File: src/rtl/decrypt_sequencer_if.sv
// Header ingress, engine control/result and result-port signals of the decrypt sequencer.
// master = the sequencer itself; slave = the ingress, the three engines and the consumer.
interface decrypt_sequencer_if;
    logic         hdr_valid;
    logic         hdr_ready;
    logic [127:0] hdr_in;

    logic         kd_start;
    logic [63:0]  kd_cipher;
    logic         kd_done;
    logic [15:0]  kd_m1;
    logic [15:0]  kd_m2;

    logic         rc_start;
    logic [31:0]  rc_ctxt;
    logic [31:0]  rc_key;
    logic         rc_done;
    logic [31:0]  rc_ptxt;

    logic         vf_start;
    logic [6:0]   vf_r;
    logic [6:0]   vf_s;
    logic         vf_done;
    logic [1:0]   vf_out;

    logic         res_valid;
    logic         res_ready;
    logic [31:0]  res_text;
    logic [1:0]   res_status;
    logic [1:0]   res_stage;
    logic         busy;

    modport master (
        input  hdr_valid, hdr_in, kd_done, kd_m1, kd_m2, rc_done, rc_ptxt,
               vf_done, vf_out, res_ready,
        output hdr_ready, kd_start, kd_cipher, rc_start, rc_ctxt, rc_key,
               vf_start, vf_r, vf_s, res_valid, res_text, res_status, res_stage, busy
    );

    modport slave (
        output hdr_valid, hdr_in, kd_done, kd_m1, kd_m2, rc_done, rc_ptxt,
               vf_done, vf_out, res_ready,
        input  hdr_ready, kd_start, kd_cipher, rc_start, rc_ctxt, rc_key,
               vf_start, vf_r, vf_s, res_valid, res_text, res_status, res_stage, busy
    );
endinterface

File: src/rtl/decrypt_sequencer.sv
// Runs one encrypted header through key recovery, RC4 and signature verification,
// with a per-stage done timeout, and returns plaintext plus status on a valid/ready port.
module decrypt_sequencer #(
    parameter int TIMEOUT = 1024,
    parameter int TW      = 11
) (
    input  logic                 clk,
    input  logic                 rst,
    decrypt_sequencer_if.master  bus
);
    typedef enum logic [2:0] {S_IDLE, S_KEY, S_RC4, S_VER, S_DONE} state_t;

    localparam logic [TW-1:0] TMO = TW'(TIMEOUT);

    state_t        state_q, state_d;
    logic [TW-1:0] cnt_q, cnt_d;
    logic [63:0]   kd_cipher_q, kd_cipher_d;
    logic [31:0]   rc_ctxt_q, rc_ctxt_d;
    logic [31:0]   rc_key_q, rc_key_d;
    logic [31:0]   ptxt_q, ptxt_d;
    logic [6:0]    vf_r_q, vf_r_d;
    logic [6:0]    vf_s_q, vf_s_d;
    logic          kd_start_q, kd_start_d;
    logic          rc_start_q, rc_start_d;
    logic          vf_start_q, vf_start_d;
    logic [31:0]   res_text_q, res_text_d;
    logic [1:0]    res_status_q, res_status_d;
    logic [1:0]    res_stage_q, res_stage_d;

    logic unused_hdr_bits;
    assign unused_hdr_bits = ^{bus.hdr_in[127:101], bus.hdr_in[4:0]};

    always_comb begin
        // NOTE: every signal gets a default before the case so no path leaves it unassigned (no latches).
        state_d      = state_q;
        cnt_d        = '0;
        kd_cipher_d  = kd_cipher_q;
        rc_ctxt_d    = rc_ctxt_q;
        rc_key_d     = rc_key_q;
        ptxt_d       = ptxt_q;
        vf_r_d       = vf_r_q;
        vf_s_d       = vf_s_q;
        kd_start_d   = 1'b0;
        rc_start_d   = 1'b0;
        vf_start_d   = 1'b0;
        res_text_d   = res_text_q;
        res_status_d = res_status_q;
        res_stage_d  = res_stage_q;

        case (state_q)
            S_IDLE: begin
                if (bus.hdr_valid) begin
                    kd_cipher_d = bus.hdr_in[68:5];
                    rc_ctxt_d   = bus.hdr_in[100:69];
                    kd_start_d  = 1'b1;
                    state_d     = S_KEY;
                end
            end
            // In each wait state done is ignored while the start pulse is still high.
            S_KEY: begin
                cnt_d = cnt_q + 1'b1;
                if (!kd_start_q && bus.kd_done) begin
                    rc_key_d   = {bus.kd_m2, bus.kd_m1};
                    rc_start_d = 1'b1;
                    cnt_d      = '0;
                    state_d    = S_RC4;
                end else if (cnt_q == TMO) begin
                    res_text_d   = '0;
                    res_status_d = 2'b10;
                    res_stage_d  = 2'b01;
                    cnt_d        = '0;
                    state_d      = S_DONE;
                end
            end
            S_RC4: begin
                cnt_d = cnt_q + 1'b1;
                if (!rc_start_q && bus.rc_done) begin
                    ptxt_d     = bus.rc_ptxt;
                    vf_r_d     = bus.rc_ptxt[6:0];
                    vf_s_d     = bus.rc_ptxt[13:7];
                    vf_start_d = 1'b1;
                    cnt_d      = '0;
                    state_d    = S_VER;
                end else if (cnt_q == TMO) begin
                    res_text_d   = '0;
                    res_status_d = 2'b10;
                    res_stage_d  = 2'b10;
                    cnt_d        = '0;
                    state_d      = S_DONE;
                end
            end
            S_VER: begin
                cnt_d = cnt_q + 1'b1;
                if (!vf_start_q && bus.vf_done) begin
                    res_text_d   = ptxt_q;
                    res_status_d = (bus.vf_out == 2'b01) ? 2'b00 : 2'b01;
                    res_stage_d  = 2'b00;
                    cnt_d        = '0;
                    state_d      = S_DONE;
                end else if (cnt_q == TMO) begin
                    res_text_d   = '0;
                    res_status_d = 2'b10;
                    res_stage_d  = 2'b11;
                    cnt_d        = '0;
                    state_d      = S_DONE;
                end
            end
            S_DONE: begin
                if (bus.res_ready) begin
                    res_text_d   = '0;
                    res_status_d = 2'b00;
                    res_stage_d  = 2'b00;
                    state_d      = S_IDLE;
                end
            end
            default: state_d = S_IDLE;
        endcase
    end

    // NOTE: sequential state uses non-blocking assignments so every flop samples pre-edge values.
    always_ff @(posedge clk) begin
        if (rst) begin
            state_q      <= S_IDLE;
            cnt_q        <= '0;
            kd_cipher_q  <= '0;
            rc_ctxt_q    <= '0;
            rc_key_q     <= '0;
            ptxt_q       <= '0;
            vf_r_q       <= '0;
            vf_s_q       <= '0;
            kd_start_q   <= 1'b0;
            rc_start_q   <= 1'b0;
            vf_start_q   <= 1'b0;
            res_text_q   <= '0;
            res_status_q <= '0;
            res_stage_q  <= '0;
        end else begin
            state_q      <= state_d;
            cnt_q        <= cnt_d;
            kd_cipher_q  <= kd_cipher_d;
            rc_ctxt_q    <= rc_ctxt_d;
            rc_key_q     <= rc_key_d;
            ptxt_q       <= ptxt_d;
            vf_r_q       <= vf_r_d;
            vf_s_q       <= vf_s_d;
            kd_start_q   <= kd_start_d;
            rc_start_q   <= rc_start_d;
            vf_start_q   <= vf_start_d;
            res_text_q   <= res_text_d;
            res_status_q <= res_status_d;
            res_stage_q  <= res_stage_d;
        end
    end

    assign bus.hdr_ready  = (state_q == S_IDLE);
    assign bus.busy       = (state_q != S_IDLE);
    assign bus.res_valid  = (state_q == S_DONE);
    assign bus.kd_start   = kd_start_q;
    assign bus.kd_cipher  = kd_cipher_q;
    assign bus.rc_start   = rc_start_q;
    assign bus.rc_ctxt    = rc_ctxt_q;
    assign bus.rc_key     = rc_key_q;
    assign bus.vf_start   = vf_start_q;
    assign bus.vf_r       = vf_r_q;
    assign bus.vf_s       = vf_s_q;
    assign bus.res_text   = res_text_q;
    assign bus.res_status = res_status_q;
    assign bus.res_stage  = res_stage_q;
endmodule

File: src/flat_wrapper.sv
// flat-port wrapper written by rule: the top's interface ports become plain ports
module decrypt_sequencer_flat 
#(
    parameter int TIMEOUT = 1024,
    parameter int TW      = 11
)
  (clk, rst, bus_hdr_valid, bus_hdr_in, bus_kd_done, bus_kd_m1, bus_kd_m2, bus_rc_done, bus_rc_ptxt, bus_vf_done, bus_vf_out, bus_res_ready, bus_hdr_ready, bus_kd_start, bus_kd_cipher, bus_rc_start, bus_rc_ctxt, bus_rc_key, bus_vf_start, bus_vf_r, bus_vf_s, bus_res_valid, bus_res_text, bus_res_status, bus_res_stage, bus_busy);
  decrypt_sequencer_if bus_i ();
  input  logic clk;
  input  logic rst;
  input wire logic [$bits(bus_i.hdr_valid)-1:0] bus_hdr_valid;
  input wire logic [$bits(bus_i.hdr_in)-1:0] bus_hdr_in;
  input wire logic [$bits(bus_i.kd_done)-1:0] bus_kd_done;
  input wire logic [$bits(bus_i.kd_m1)-1:0] bus_kd_m1;
  input wire logic [$bits(bus_i.kd_m2)-1:0] bus_kd_m2;
  input wire logic [$bits(bus_i.rc_done)-1:0] bus_rc_done;
  input wire logic [$bits(bus_i.rc_ptxt)-1:0] bus_rc_ptxt;
  input wire logic [$bits(bus_i.vf_done)-1:0] bus_vf_done;
  input wire logic [$bits(bus_i.vf_out)-1:0] bus_vf_out;
  input wire logic [$bits(bus_i.res_ready)-1:0] bus_res_ready;
  output wire logic [$bits(bus_i.hdr_ready)-1:0] bus_hdr_ready;
  output wire logic [$bits(bus_i.kd_start)-1:0] bus_kd_start;
  output wire logic [$bits(bus_i.kd_cipher)-1:0] bus_kd_cipher;
  output wire logic [$bits(bus_i.rc_start)-1:0] bus_rc_start;
  output wire logic [$bits(bus_i.rc_ctxt)-1:0] bus_rc_ctxt;
  output wire logic [$bits(bus_i.rc_key)-1:0] bus_rc_key;
  output wire logic [$bits(bus_i.vf_start)-1:0] bus_vf_start;
  output wire logic [$bits(bus_i.vf_r)-1:0] bus_vf_r;
  output wire logic [$bits(bus_i.vf_s)-1:0] bus_vf_s;
  output wire logic [$bits(bus_i.res_valid)-1:0] bus_res_valid;
  output wire logic [$bits(bus_i.res_text)-1:0] bus_res_text;
  output wire logic [$bits(bus_i.res_status)-1:0] bus_res_status;
  output wire logic [$bits(bus_i.res_stage)-1:0] bus_res_stage;
  output wire logic [$bits(bus_i.busy)-1:0] bus_busy;
  assign bus_i.hdr_valid = bus_hdr_valid;
  assign bus_i.hdr_in = bus_hdr_in;
  assign bus_i.kd_done = bus_kd_done;
  assign bus_i.kd_m1 = bus_kd_m1;
  assign bus_i.kd_m2 = bus_kd_m2;
  assign bus_i.rc_done = bus_rc_done;
  assign bus_i.rc_ptxt = bus_rc_ptxt;
  assign bus_i.vf_done = bus_vf_done;
  assign bus_i.vf_out = bus_vf_out;
  assign bus_i.res_ready = bus_res_ready;
  assign bus_hdr_ready = bus_i.hdr_ready;
  assign bus_kd_start = bus_i.kd_start;
  assign bus_kd_cipher = bus_i.kd_cipher;
  assign bus_rc_start = bus_i.rc_start;
  assign bus_rc_ctxt = bus_i.rc_ctxt;
  assign bus_rc_key = bus_i.rc_key;
  assign bus_vf_start = bus_i.vf_start;
  assign bus_vf_r = bus_i.vf_r;
  assign bus_vf_s = bus_i.vf_s;
  assign bus_res_valid = bus_i.res_valid;
  assign bus_res_text = bus_i.res_text;
  assign bus_res_status = bus_i.res_status;
  assign bus_res_stage = bus_i.res_stage;
  assign bus_busy = bus_i.busy;
  decrypt_sequencer #(.TIMEOUT(TIMEOUT), .TW(TW)) u_core (.clk(clk), .rst(rst), .bus(bus_i));
endmodule
File: config.mk
export PLATFORM = sky130hd
export DESIGN_NAME = decrypt_sequencer_flat
export DESIGN_NICKNAME = d
export VERILOG_FILES = /design/src/rtl/decrypt_sequencer_if.sv /design/src/rtl/decrypt_sequencer.sv /design/src/flat_wrapper.sv
export SDC_FILE = /design/constraint.sdc
export NUM_CORES = 1
export LEC_CHECK = 0
export CORE_ASPECT_RATIO = 2
export CORE_MARGIN = 8
export CORE_UTILIZATION = 38
export CTS_CLUSTER_SIZE = 28
export DETAILED_ROUTE_END_ITERATION = 10
export PLACE_DENSITY_LB_ADDON = 0.1
export SETUP_SLACK_MARGIN = 0.2
export SLEW_MARGIN = 10
export SYNTH_ARGS = -nofsm -noshare
export SYNTH_HDL_FRONTEND = slang
export SYNTH_SLANG_ARGS = --single-unit
File: constraint.sdc
create_clock -name clk -period 2.6 [get_ports clk]
set_clock_uncertainty 0.1 [all_clocks]
set_input_delay 0.52 -clock clk [delete_from_list [all_inputs] [get_ports clk]]
set_output_delay 0.52 -clock clk [all_outputs]
set_load 0.05 [all_outputs]
==> Word-level counts from Yosys, hierarchy flattened <==
Index checks and enable logic that the tools add are counted.
{ "totals": {"wordCells": 84, "regBits": 227} }
{ "op_classes": {"muxes": 35, "n_reduce_logical": 18, "addsub": 1, "eq_ne": 13, "bitwise_logic": 3} }
{ "op_table": {"columns": ["operator", "n"], "rows": [
  ["$mux W32", 5],
  ["$pmux W32 S4", 1],
  ["$mux W11", 4],
  ["$pmux W11 S3", 1],
  ["$mux W2", 11],
  ["$mux W3", 6],
  ["$pmux W2 S4", 2],
  ["$pmux W3 S5", 1],
  ["$add A11 B1 Y11 const B", 1],
  ["$eq A11 B11 Y1 const B", 1],
  ["$ne A2 B2 Y1 const B", 4],
  ["$reduce_and A2 Y1", 4],
  ["$reduce_and A7 Y1", 1],
  ["$eq A3 B2 Y1 const B", 2],
  ["$reduce_or A2 Y1", 3],
  ["$mux W1", 4],
  ["$ne A2 B1 Y1 const B", 2],
  ["$reduce_and A4 Y1", 1],
  ["$reduce_bool A4 Y1", 1],
  ["$eq A3 B1 Y1 const B", 1],
  ["$eq A3 B3 Y1 const B", 1],
  ["$logic_and A1 B1 Y1", 3],
  ["$logic_not A1 Y1", 3],
  ["$logic_not A3 Y1", 1],
  ["other kinds (4)", 6]
]} }

==> Longest topological paths before layout <==
Gate-level depths: netlist (run 1).
{ "depth": {"ltp_word": 4, "depth_mapped": 8, "mapped_depth_nobuf": 6} }

==> Worst setup path before layout (run 1) <==
OpenSTA, ideal clock, no wires.
{ "synth_path": {"path_type": "flip-flop to flip-flop", "from": "reg u_core.state_q[2]", "to": "reg u_core.rc_ctxt_q[10] (netlist: u_core.bus.rc_ctxt[10])", "path_stages_with_launch": 9, "synth_period_minus_slack_ps": 2512, "t_arrival_ps": 2341, "setup_slack_ps": 88, "n_path_buf": 3, "t_required_ps": 2430, "path_cell_list": "dfxtp_1 > or3_1 > inv_1 > and2_1 > clkbuf_1 > buf_2 > buf_1 > nand2_1 > a21oi_1"} }
{ "synth_via": {"elab_chain_len": 2} }
{ "synth_lines": {"columns": ["element", "line_no", "source"], "rows": [
  ["start, declared", "decrypt_sequencer.sv:15", "state_t state_q, state_d;"],
  ["start signal, assigned", "decrypt_sequencer.sv:138", "state_q <= state_d;"],
  ["$logic_not A3 Y1", null, null],
  ["net bus_hdr_ready", "flat_wrapper.sv:21", "output wire logic [$bits(bus_i.hdr_ready)-1:0] bus_hdr_ready;"],
  ["$reduce_and A2 Y1 (no source line)", null, null],
  ["end signal, assigned", "decrypt_sequencer.sv:141", "rc_ctxt_q <= rc_ctxt_d;"],
  ["end, declared", "decrypt_sequencer.sv:18", "logic [31:0] rc_ctxt_q, rc_ctxt_d;"]
]} }
The timed path passes the listed nets, and every way through them passes these cells.
A chain may end at the register's enable or synchronous reset.

==> Final worst setup path (run 1) <==
{ "layout_path": {"from": "reg u_core.kd_cipher_q[2] (netlist: u_core.bus.kd_cipher[2])", "to": "out bus_kd_cipher[2]"} }
{ "layout_rtl": {"columns": ["element", "line_no", "source"], "rows": [
  ["start, declared", "decrypt_sequencer.sv:17", "logic [63:0] kd_cipher_q, kd_cipher_d;"],
  ["start signal, assigned", "decrypt_sequencer.sv:140", "kd_cipher_q <= kd_cipher_d;"],
  ["end, declared", "flat_wrapper.sv:23", "output wire logic [$bits(bus_i.kd_cipher)-1:0] bus_kd_cipher;"]
]} }
No word-level cell between the ends.

==> results.toml, run 1 <==
[synth]
yosys-top-cells-area = "dfxtp_1 (56%), nand2_1 (16%), a21oi_1 (11%), a32o_1 (4.2%), clkbuf_1 (2.8%)"
syn_area_mm2 = 0.00757
async_flop_share = 0
synth.most_common_cell = "nand2_1"
synth_common_cells = "nand2_1 (331), dfxtp_1 (213), a21oi_1 (163)"
yosysWarningCount = 0
synthMuxAreaShare = 0.00132
ys_seq_area_frac = 0.563
yosys.area.top_type = "dfxtp_1"
syn_nets = 1113
synth-edff-count = 0
ys_ff_latch = 213
ys.flop_type = "dfxtp_1"
syn_avg_cell_area_um2 = 8.32
synth-xor-area-share = 0.0104
synth_fa_ha_area_frac = 0.00331
synth_compound_area_frac = 0.163
synthCells = 910
ys_types = 40
synth_top_family_by_area = "simple AND/OR/NAND/NOR gates"
post-synth-top-area-fraction = 0.563
yosys.area_share.simple = 0.207

[cells_and_area]
area_growth_pct = 58.4
drive_gt1_frac = 0.0541
nets = 1427
layout.cells.non_filler = 1501
final_core_util = 0.608

[worst_hold_path]
min_from = "u_core.bus.rc_key[9]"
hold_path.class = "reg -> reg"
worst_hold_path.endpoint = "u_core.bus.rc_key[9]"
min_path_cells = 2

[place]
place_inst = 1463
hpwl_um = 19500
io_buffers = 352
dp_slack_ns = 0.198
gp_congestion = 0.791

[clock_network]
clock_latency_ns = 0.48
root_buffer = "clkbuf_16"
cts.reportedPaths.clkPinSlew_ns = 0.06
cts_tree = "built"
cts_hold_buf = 0
cts_buffers = 21
cts_max_level = 1
clock_path_buffers = 3
numClockSinks = 213

[detailed_routing]
wl_per_cell_um = 17.7
postRouteAntennaNets = 0
dr.pass1.iters = 6
drc = 0
first_iter_violations = 387
num_vias = 7244
wl_um = 26500
via_per_inst = 4.83

[timing]
layout_min_cycle_time_ns = 2.33
period_share = 0.896
slew_headroom = 0.593
hold_ws_ns = 0.351
rsz0062_at_grt = "no"
fin_setup_tns_ns = 0
max_freq_mhz = 429
tightest_slew_ns = 0.609
timing.final.ws_setup_ns = 0.270
hold_viol = 0
drv_slew = 0
setup-violations-final = 0

[global_route]
overflow = 0
grt_pass1_wl_um = 40400
antenna_found_initial = 1
grt_pass1_vias = 7272
grt_max_degree = 77
globalRouteTotalUtil = 0.205

[critical_path]
cp_data_required_time_ns = 1.98
cp-end-kind = "primary output"
cpPeakStageDelay_ns = 0.84
cp_max_fo = 2
path_delay_family = "buffers and inverters"
r2r-start = "u_core.cnt_q[0]"
start_kind = "register"
reg2reg_depth = 7
slowest_stage = "clkdlybuf4s50_1"
startpoint = "u_core.bus.kd_cipher[2]"
cp_num_buf_inv = 1
r2r_setup_slack_ns = 0.48
path_cells = "clkdlybuf4s50_1"
reg2reg_to = "u_core.bus.res_text[7]"
path_class = "reg -> out"
cp.arrival_ns = 1.71

[run_status]
outcome = "complete, no violations"

[floorplanning]
initial_utilization = 0.384
die_x_um = 116
ios = 385
die-area_mm2 = 0.0250
die-height_um = 216
core_area_mm2 = 0.0197
num_rows = 73

[job]
drv_cap = 0

[power]
p_leak_nw = 4.27
peakVddDrop_mv = 0.538
p_per_area_mw_per_mm2 = 669
-- cells by family (layout without fill, tap and decap cells) --
kind of cell / count (synthesis) / after routing
and+or+nand+nor: 388 / 388
adders and majority gates: 2 / 2
muxes: 1 / 1
buffers and inverters: 88 / 416
AOI/OAI and AO/OA: 209 / 209
xor gates and xnor gates: 9 / 9
other: 0 / 1
DFF: 213 / 213
-- routing by layer --
| layer | wire length [µm] | vias to the layer above | global-route usage | part of all wire |
|---|---|---|---|---|
| met1 | 9170 | 3324 | 0.202 | 0.35 |
| met4 | 736 | 0 | 0.0675 | 0.028 |
| li1 | - | 3624 | - | - |
| met3 | 2790 | 38 | 0.0800 | 0.10 |
| met5 | 0 | - | 0 | 0 |
| met2 | 13800 | 258 | 0.373 | 0.52 |
-- layout by cell type (no fill, tap or decap), types with 6 or more instances in the layout --
cell type	n
a21oi_1	163
a32o_1	32
buf_12	6
buf_4	18
clkbuf_16	21
clkbuf_8	6
clkdlybuf4s50_1	348
dfxtp_1	213
nand2_1	330
nor2_1	19
-- repair_timing --
| action | in CTS | in global routing |
|---|---|---|
| setup buffers | 0 | 0 |
| setup endpoints to repair | 1 | 0 |
| resized for setup | 3 | 0 |
-- worst max-delay path by stage --
stage	end	slack, ns	cells after the start
after floorplan	u_core.bus.res_text[10]	0.40	5
final	bus_kd_cipher[2]	0.27	1
after global placement	u_core.bus.res_text[13]	0.23	7
after detailed placement	u_core.bus.res_text[7]	0.20	7
after global routing	bus_vf_s[3]	0.21	1
after CTS	bus_kd_cipher[2]	0.23	1
-- where the power goes --
| part | leakage [nW] | internal [mW] | total, mW | switching, mW |
|---|---|---|---|---|
| clock network | 0.339 | 1.75 | 2.99 | 1.24 |
| logic | 2.20 | 0.602 | 1.55 | 0.947 |
| registers | 1.73 | 3.41 | 3.49 | 0.0797 |
| total | 4.27 | 5.77 | 8.03 | 2.26 |
-- metrics by stage --
stage / cell area (µm²) / power (mW)
6_report: 12000 / 8.03
3_3_place_gp: 11300 / 5.11
3_5_place_dp: 11300 / 5.13
5_1_grt: 12000 / 8.37
2_1_floorplan: 7580 / 4.43
4_1_cts: 12000 / 8.14
-- flip-flops by register name, indices dropped and copies added, names as in the netlist --
name	cells
u_core.bus.kd_start	1
u_core.ptxt_q	20
u_core.bus.vf_start	1
u_core.bus.rc_start	1
u_core.bus.res_status	2
u_core.state_q	3
u_core.bus.res_stage	2
u_core.bus.rc_key	32
u_core.bus.rc_ctxt	32
u_core.bus.vf_s	6
u_core.bus.res_text	32
u_core.bus.vf_r	6
u_core.cnt_q	11
u_core.bus.kd_cipher	64
-- cell type report --
cell class	instances	area, µm²
inverter	6	26.3
sequential	213	4260
tap	262	328
timing repair buffer	373	3750
clock buffer	30	619
fill	1798	7730
multi-input combinational	609	2940
clock inverter	7	62.6
antenna	1	2.50
Power figures use the tool's default switching activity.
==> run 2, diff against run 1 <==
--- a/config.mk
+++ b/config.mk
@@ -5,7 +5,7 @@
 export SDC_FILE = /design/constraint.sdc
 export NUM_CORES = 1
 export LEC_CHECK = 0
-export CORE_ASPECT_RATIO = 2
+export CORE_ASPECT_RATIO = 1.1
 export CORE_MARGIN = 8
 export CORE_UTILIZATION = 38
 export CTS_CLUSTER_SIZE = 28
==> results.toml, run 2 (same netlist as run 1, synthesis figures left out) <==
[global_route]
antenna_found_initial = 0
grt_pass1_wl_um = 39800
grt_pass1_vias = 7000
globalRouteTotalUtil = 0.203
overflow = 0
grt_max_degree = 132

[floorplanning]
ios = 385
initial_utilization = 0.385
die-height_um = 164
num_rows = 54
die-area_mm2 = 0.0247
core_area_mm2 = 0.0197
die_x_um = 151

[critical_path]
cp_max_fo = 2
path_delay_family = "buffers and inverters"
cp_data_required_time_ns = 1.98
path_cells = "clkdlybuf4s50_1"
cpPeakStageDelay_ns = 0.88
start_kind = "register"
cp.arrival_ns = 1.71
cp-end-kind = "primary output"
slowest_stage = "clkdlybuf4s50_1"
path_class = "reg -> out"
cp_num_buf_inv = 1

[clock_network]
cts.reportedPaths.clkPinSlew_ns = 0.06
clock_latency_ns = 0.50
cts_buffers = 23
cts_hold_buf = 0
root_buffer = "clkbuf_16"
cts_tree = "built"
numClockSinks = 213
cts_max_level = 1
clock_path_buffers = 3

[place]
gp_congestion = 0.769
io_buffers = 352
dp_slack_ns = 0.260
hpwl_um = 18900

[cells_and_area]
regArea_mm2 = 0.00427
antennaDiodeCount = 0
largest_register_ffs = 64
nFillCells = 1768
area_growth_pct = 59.4
multi_input_area_mm2 = 0.00294
nets = 1429
final_core_util = 0.614
drive_gt1_frac = 0.0580
layout_commonest_cell = "clkdlybuf4s50_1"
mostFrequentLayoutCells = "clkdlybuf4s50_1 (347), nand2_1 (330), dfxtp_1 (212)"

[detailed_routing]
drc = 0
dr_wl_met2_um = 12400
num_vias = 7225
dr.pass1.iters = 4
via_per_inst = 4.84
wl_met3_um = 3070
highest_layer = "met4"
first_iter_violations = 399
wl_per_cell_um = 17.6
postRouteAntennaNets = 0
wl_um = 26300
drt-met1-wl_um = 10200

[job]
drv_cap = 0

[power]
power_mw = 8.29
p_leak_nw = 4.32
peakVddDrop_mv = 0.733
p_per_area_mw_per_mm2 = 686

[worst_hold_path]
hold_path.class = "reg -> reg"

[timing]
setup-violations-final = 0
drv_slew = 0
tightest_slew_ns = 0.642
max_freq_mhz = 429
period_share = 0.897
layout_min_cycle_time_ns = 2.33
fin_setup_tns_ns = 0
rsz0062_at_grt = "no"
hold_viol = 0
timing.final.ws_setup_ns = 0.268
hold_ws_ns = 0.351
slew_headroom = 0.572

[run_status]
outcome = "complete, no violations"
-- run 2: worst paths after layout --
kind | from | end | slack, ns | cells past startpoint
min | u_core.bus.rc_ctxt[2] | u_core.bus.rc_ctxt[2] | 0.35 | 2
max | u_core.bus.rc_ctxt[27] | bus_rc_ctxt[27] | 0.27 | 1
max reg2reg | u_core.cnt_q[0] | u_core.bus.res_text[14] | 0.52 | 7
min reg2reg | u_core.bus.rc_ctxt[2] | u_core.bus.rc_ctxt[2] | 0.35 | 2
-- run 2: layout make-up --
| cell class | count | share of cell area |
|---|---|---|
| tap | 252 | 0.0261 |
| timing repair buffer | 373 | 0.312 |
| clock buffer | 29 | 0.0520 |
| sequential | 213 | 0.353 |
| inverter | 6 | 0.00218 |
| clock inverter | 11 | 0.00995 |
| multi-input combinational | 609 | 0.244 |
-- run 2: per-stage QoR --
step	area, µm²	instances
5_1_grt	12100	1493
3_5_place_dp	11300	1453
6_report	12100	1493
4_1_cts	12100	1493
2_1_floorplan	7580	910
3_3_place_gp	11300	1453
-- run 2: timing repair --
action,4_1_cts,5_1_grt
setup buffers,0,0
gates resized for setup,3,5
endpoints found under the hold margin,0,0
cloned,0,0
endpoints found under the setup margin,1,4
-- run 2: per-layer routing --
| metal | up-vias | track usage |
|---|---|---|
| met1 | 3293 | 0.235 |
| met3 | 32 | 0.0918 |
| met5 | - | 0 |
| li1 | 3636 | - |
| met2 | 264 | 0.336 |
| met4 | 0 | 0.0518 |
-- run 2: where the power goes --
group	switching [mW]	internal [mW]
combinational	0.956	0.610
clock	1.32	1.91
sequential	0.0743	3.41
==> run 3, diff against run 2 <==
--- a/config.mk
+++ b/config.mk
@@ -5,6 +5,7 @@
 export SDC_FILE = /design/constraint.sdc
 export NUM_CORES = 1
 export LEC_CHECK = 0
+export ABC_AREA = 1
 export CORE_ASPECT_RATIO = 1.1
 export CORE_MARGIN = 8
 export CORE_UTILIZATION = 38
==> results.toml, run 3 <==
[run_status]
outcome = "complete, no violations"

[timing]
period_share = 0.903
tightest_slew_ns = 0.612
slew_headroom = 0.591
layout_min_cycle_time_ns = 2.35
fin_setup_tns_ns = 0
hold_viol = 0
max_freq_mhz = 426
setup-violations-final = 0
rsz0062_at_grt = "yes"
drv_slew = 0

[detailed_routing]
wl_um = 27500
drc = 0
postRouteAntennaNets = 0
wl_per_cell_um = 17.1
num_vias = 7809
first_iter_violations = 317
dr.pass1.iters = 4
via_per_inst = 4.87

[power]
p_clk_frac = 0.381
p_leak_nw = 4.59
pwr-share-comb = 0.208
power_mw = 8.56
intPower_mw = 6.10
switching_share = 0.287
p_switching_mw = 2.46
peakVddDrop_mv = 0.450
p_per_area_mw_per_mm2 = 688
seqPwrFrac = 0.411

[critical_path]
slowest_stage = "clkdlybuf4s50_1"
start_kind = "register"
path_class = "reg -> out"
path_delay_family = "buffers and inverters"
cp_num_buf_inv = 1
cp.arrival_ns = 1.73
cp-end-kind = "primary output"
path_cells = "clkdlybuf4s50_1"
cp_max_fo = 2
cpPeakStageDelay_ns = 0.89
cp_data_required_time_ns = 1.98

[cells_and_area]
largest_register_ffs = 64
multi_input_area_mm2 = 0.00315
nets = 1534
regArea_mm2 = 0.00426
nFillCells = 1871
area_growth_pct = 55.7
mostFrequentLayoutCells = "clkdlybuf4s50_1 (345), dfxtp_1 (213), nand2_1 (180)"
drive_gt1_frac = 0.0691
layout_commonest_cell = "clkdlybuf4s50_1"

[global_route]
grt_pass1_vias = 7465
antenna_found_initial = 1
overflow = 0
grt_pass1_wl_um = 42000
globalRouteTotalUtil = 0.199
grt_max_degree = 98

[synth]
synthCells = 1020
syn_area_mm2 = 0.00799
ys_seq_area_frac = 0.534
async_flop_share = 0
syn_avg_cell_area_um2 = 7.83
ys_ff_latch = 213
syn_nets = 1223
ys_types = 30
post-synth-top-area-fraction = 0.534
ys.flop_type = "dfxtp_1"
synth-edff-count = 0
synth_common_cells = "dfxtp_1 (213), nand2_1 (180), nor2_1 (166)"
yosys.area.top_type = "dfxtp_1"
yosysWarningCount = 0
synth.most_common_cell = "dfxtp_1"
yosys-top-cells-area = "dfxtp_1 (53%), nand2_1 (8.5%), nor2_1 (7.8%), a21oi_1 (7.8%), nand3_1 (6.5%)"

[floorplanning]
ios = 385
initial_utilization = 0.388
core_area_mm2 = 0.0206
die-area_mm2 = 0.0259
num_rows = 55
die_x_um = 154
die-height_um = 168

[clock_network]
root_buffer = "clkbuf_16"
cts_tree = "built"
clock_latency_ns = 0.50
cts_hold_buf = 0
cts_buffers = 22
numClockSinks = 213
cts.reportedPaths.clkPinSlew_ns = 0.06
cts_max_level = 1
clock_path_buffers = 3

[worst_hold_path]
hold_path.class = "in -> reg"

[job]
drv_cap = 0

[place]
hpwl_um = 19100
io_buffers = 352
gp_congestion = 0.808
-- run 3: changes by cell type after synthesis, sizes merged, moves of 31 or more --
cell,delta
a21oi,-31
a32o,-32
nand2,-139
nand3,+106
nor2,+149
o21ai,+67
-- run 3: worst reg2reg max path: cells and delay by family (launching register included) --
family / cells / cell delay (ns)
flip-flops: 1 / 0.49
AO/OA/AOI/OAI: 1 / 0.15
AND/OR/NAND/NOR: 4 / 0.74
buffers and inverters: 2 / 0.41
-- run 3: worst paths after layout --
check,depth (start not counted),end,slack (ns),from
worst max-delay path,1,bus_kd_cipher[15],0.25,u_core.bus.kd_cipher[15]
worst max register to register,7,u_core.bus.rc_ctxt[0],0.65,u_core.state_q[1]
worst min register to register,2,u_core.bus.rc_ctxt[16],0.36,u_core.bus.rc_ctxt[16]
worst min-delay path,2,u_core.bus.kd_cipher[0],0.19,rst
-- run 3: cell families after synthesis --
family,share of synthesized area
adders and majority gates,0.00313
and+or+nand+nor,0.252
AOI/OAI and AO/OA,0.134
DFF,0.534
xor gates and xnor gates,0.00658
buffers and inverters,0.0710
-- run 3: layout make-up --
cell class | instances | area share
clock inverter | 6 | 0.00644
multi-input combinational | 689 | 0.254
timing repair buffer | 373 | 0.308
clock buffer | 32 | 0.0538
tap | 256 | 0.0258
sequential | 213 | 0.343
antenna | 1 | 0.000201
inverter | 32 | 0.00966
-- run 3: what timing repair did --
item,CTS,global route
gates cloned,1,1
buffers inserted,0,0
resized for setup,5,4
setup endpoints to repair,4,4
-- run 3: metrics by stage --
stage | setup slack [ns] | cell area, µm² | utilization | instances | hold slack, ns
floorplan | 0.536 | 7990 | - | 1020 | 0.346
global placement | 0.370 | 11600 | 0.565 | 1561 | 0.347
detailed placement | 0.343 | 11600 | 0.565 | 1561 | 0.351
CTS | 0.168 | 12400 | 0.603 | 1600 | 0.172
global route | 0.164 | 12400 | 0.604 | 1602 | 0.195
finish | 0.252 | 12400 | 0.604 | 1602 | 0.186
-- run 3: routing by layer --
layer  vias to the layer above  routed length [µm]  part of all wire  track usage
li1                       3925                   -                 -            -
met5                         -                   0                 0            0
met2                       294               12900              0.47        0.332
met3                        40                2770              0.10       0.0750
met1                      3550               11200              0.41        0.235
met4                         0                 631             0.023       0.0559
-- run 3: power groups by stage --
| stage | Sequential, mW | Combinational (mW) | Clock, mW |
|---|---|---|---|
| floorplan | 4.10 | 0.516 | 0 |
| global placement | 3.58 | 1.74 | 0 |
| detailed placement | 3.59 | 1.75 | 0 |
| CTS | 3.52 | 1.78 | 3.37 |
| global route | 3.53 | 1.89 | 3.48 |
| finish | 3.52 | 1.78 | 3.26 |
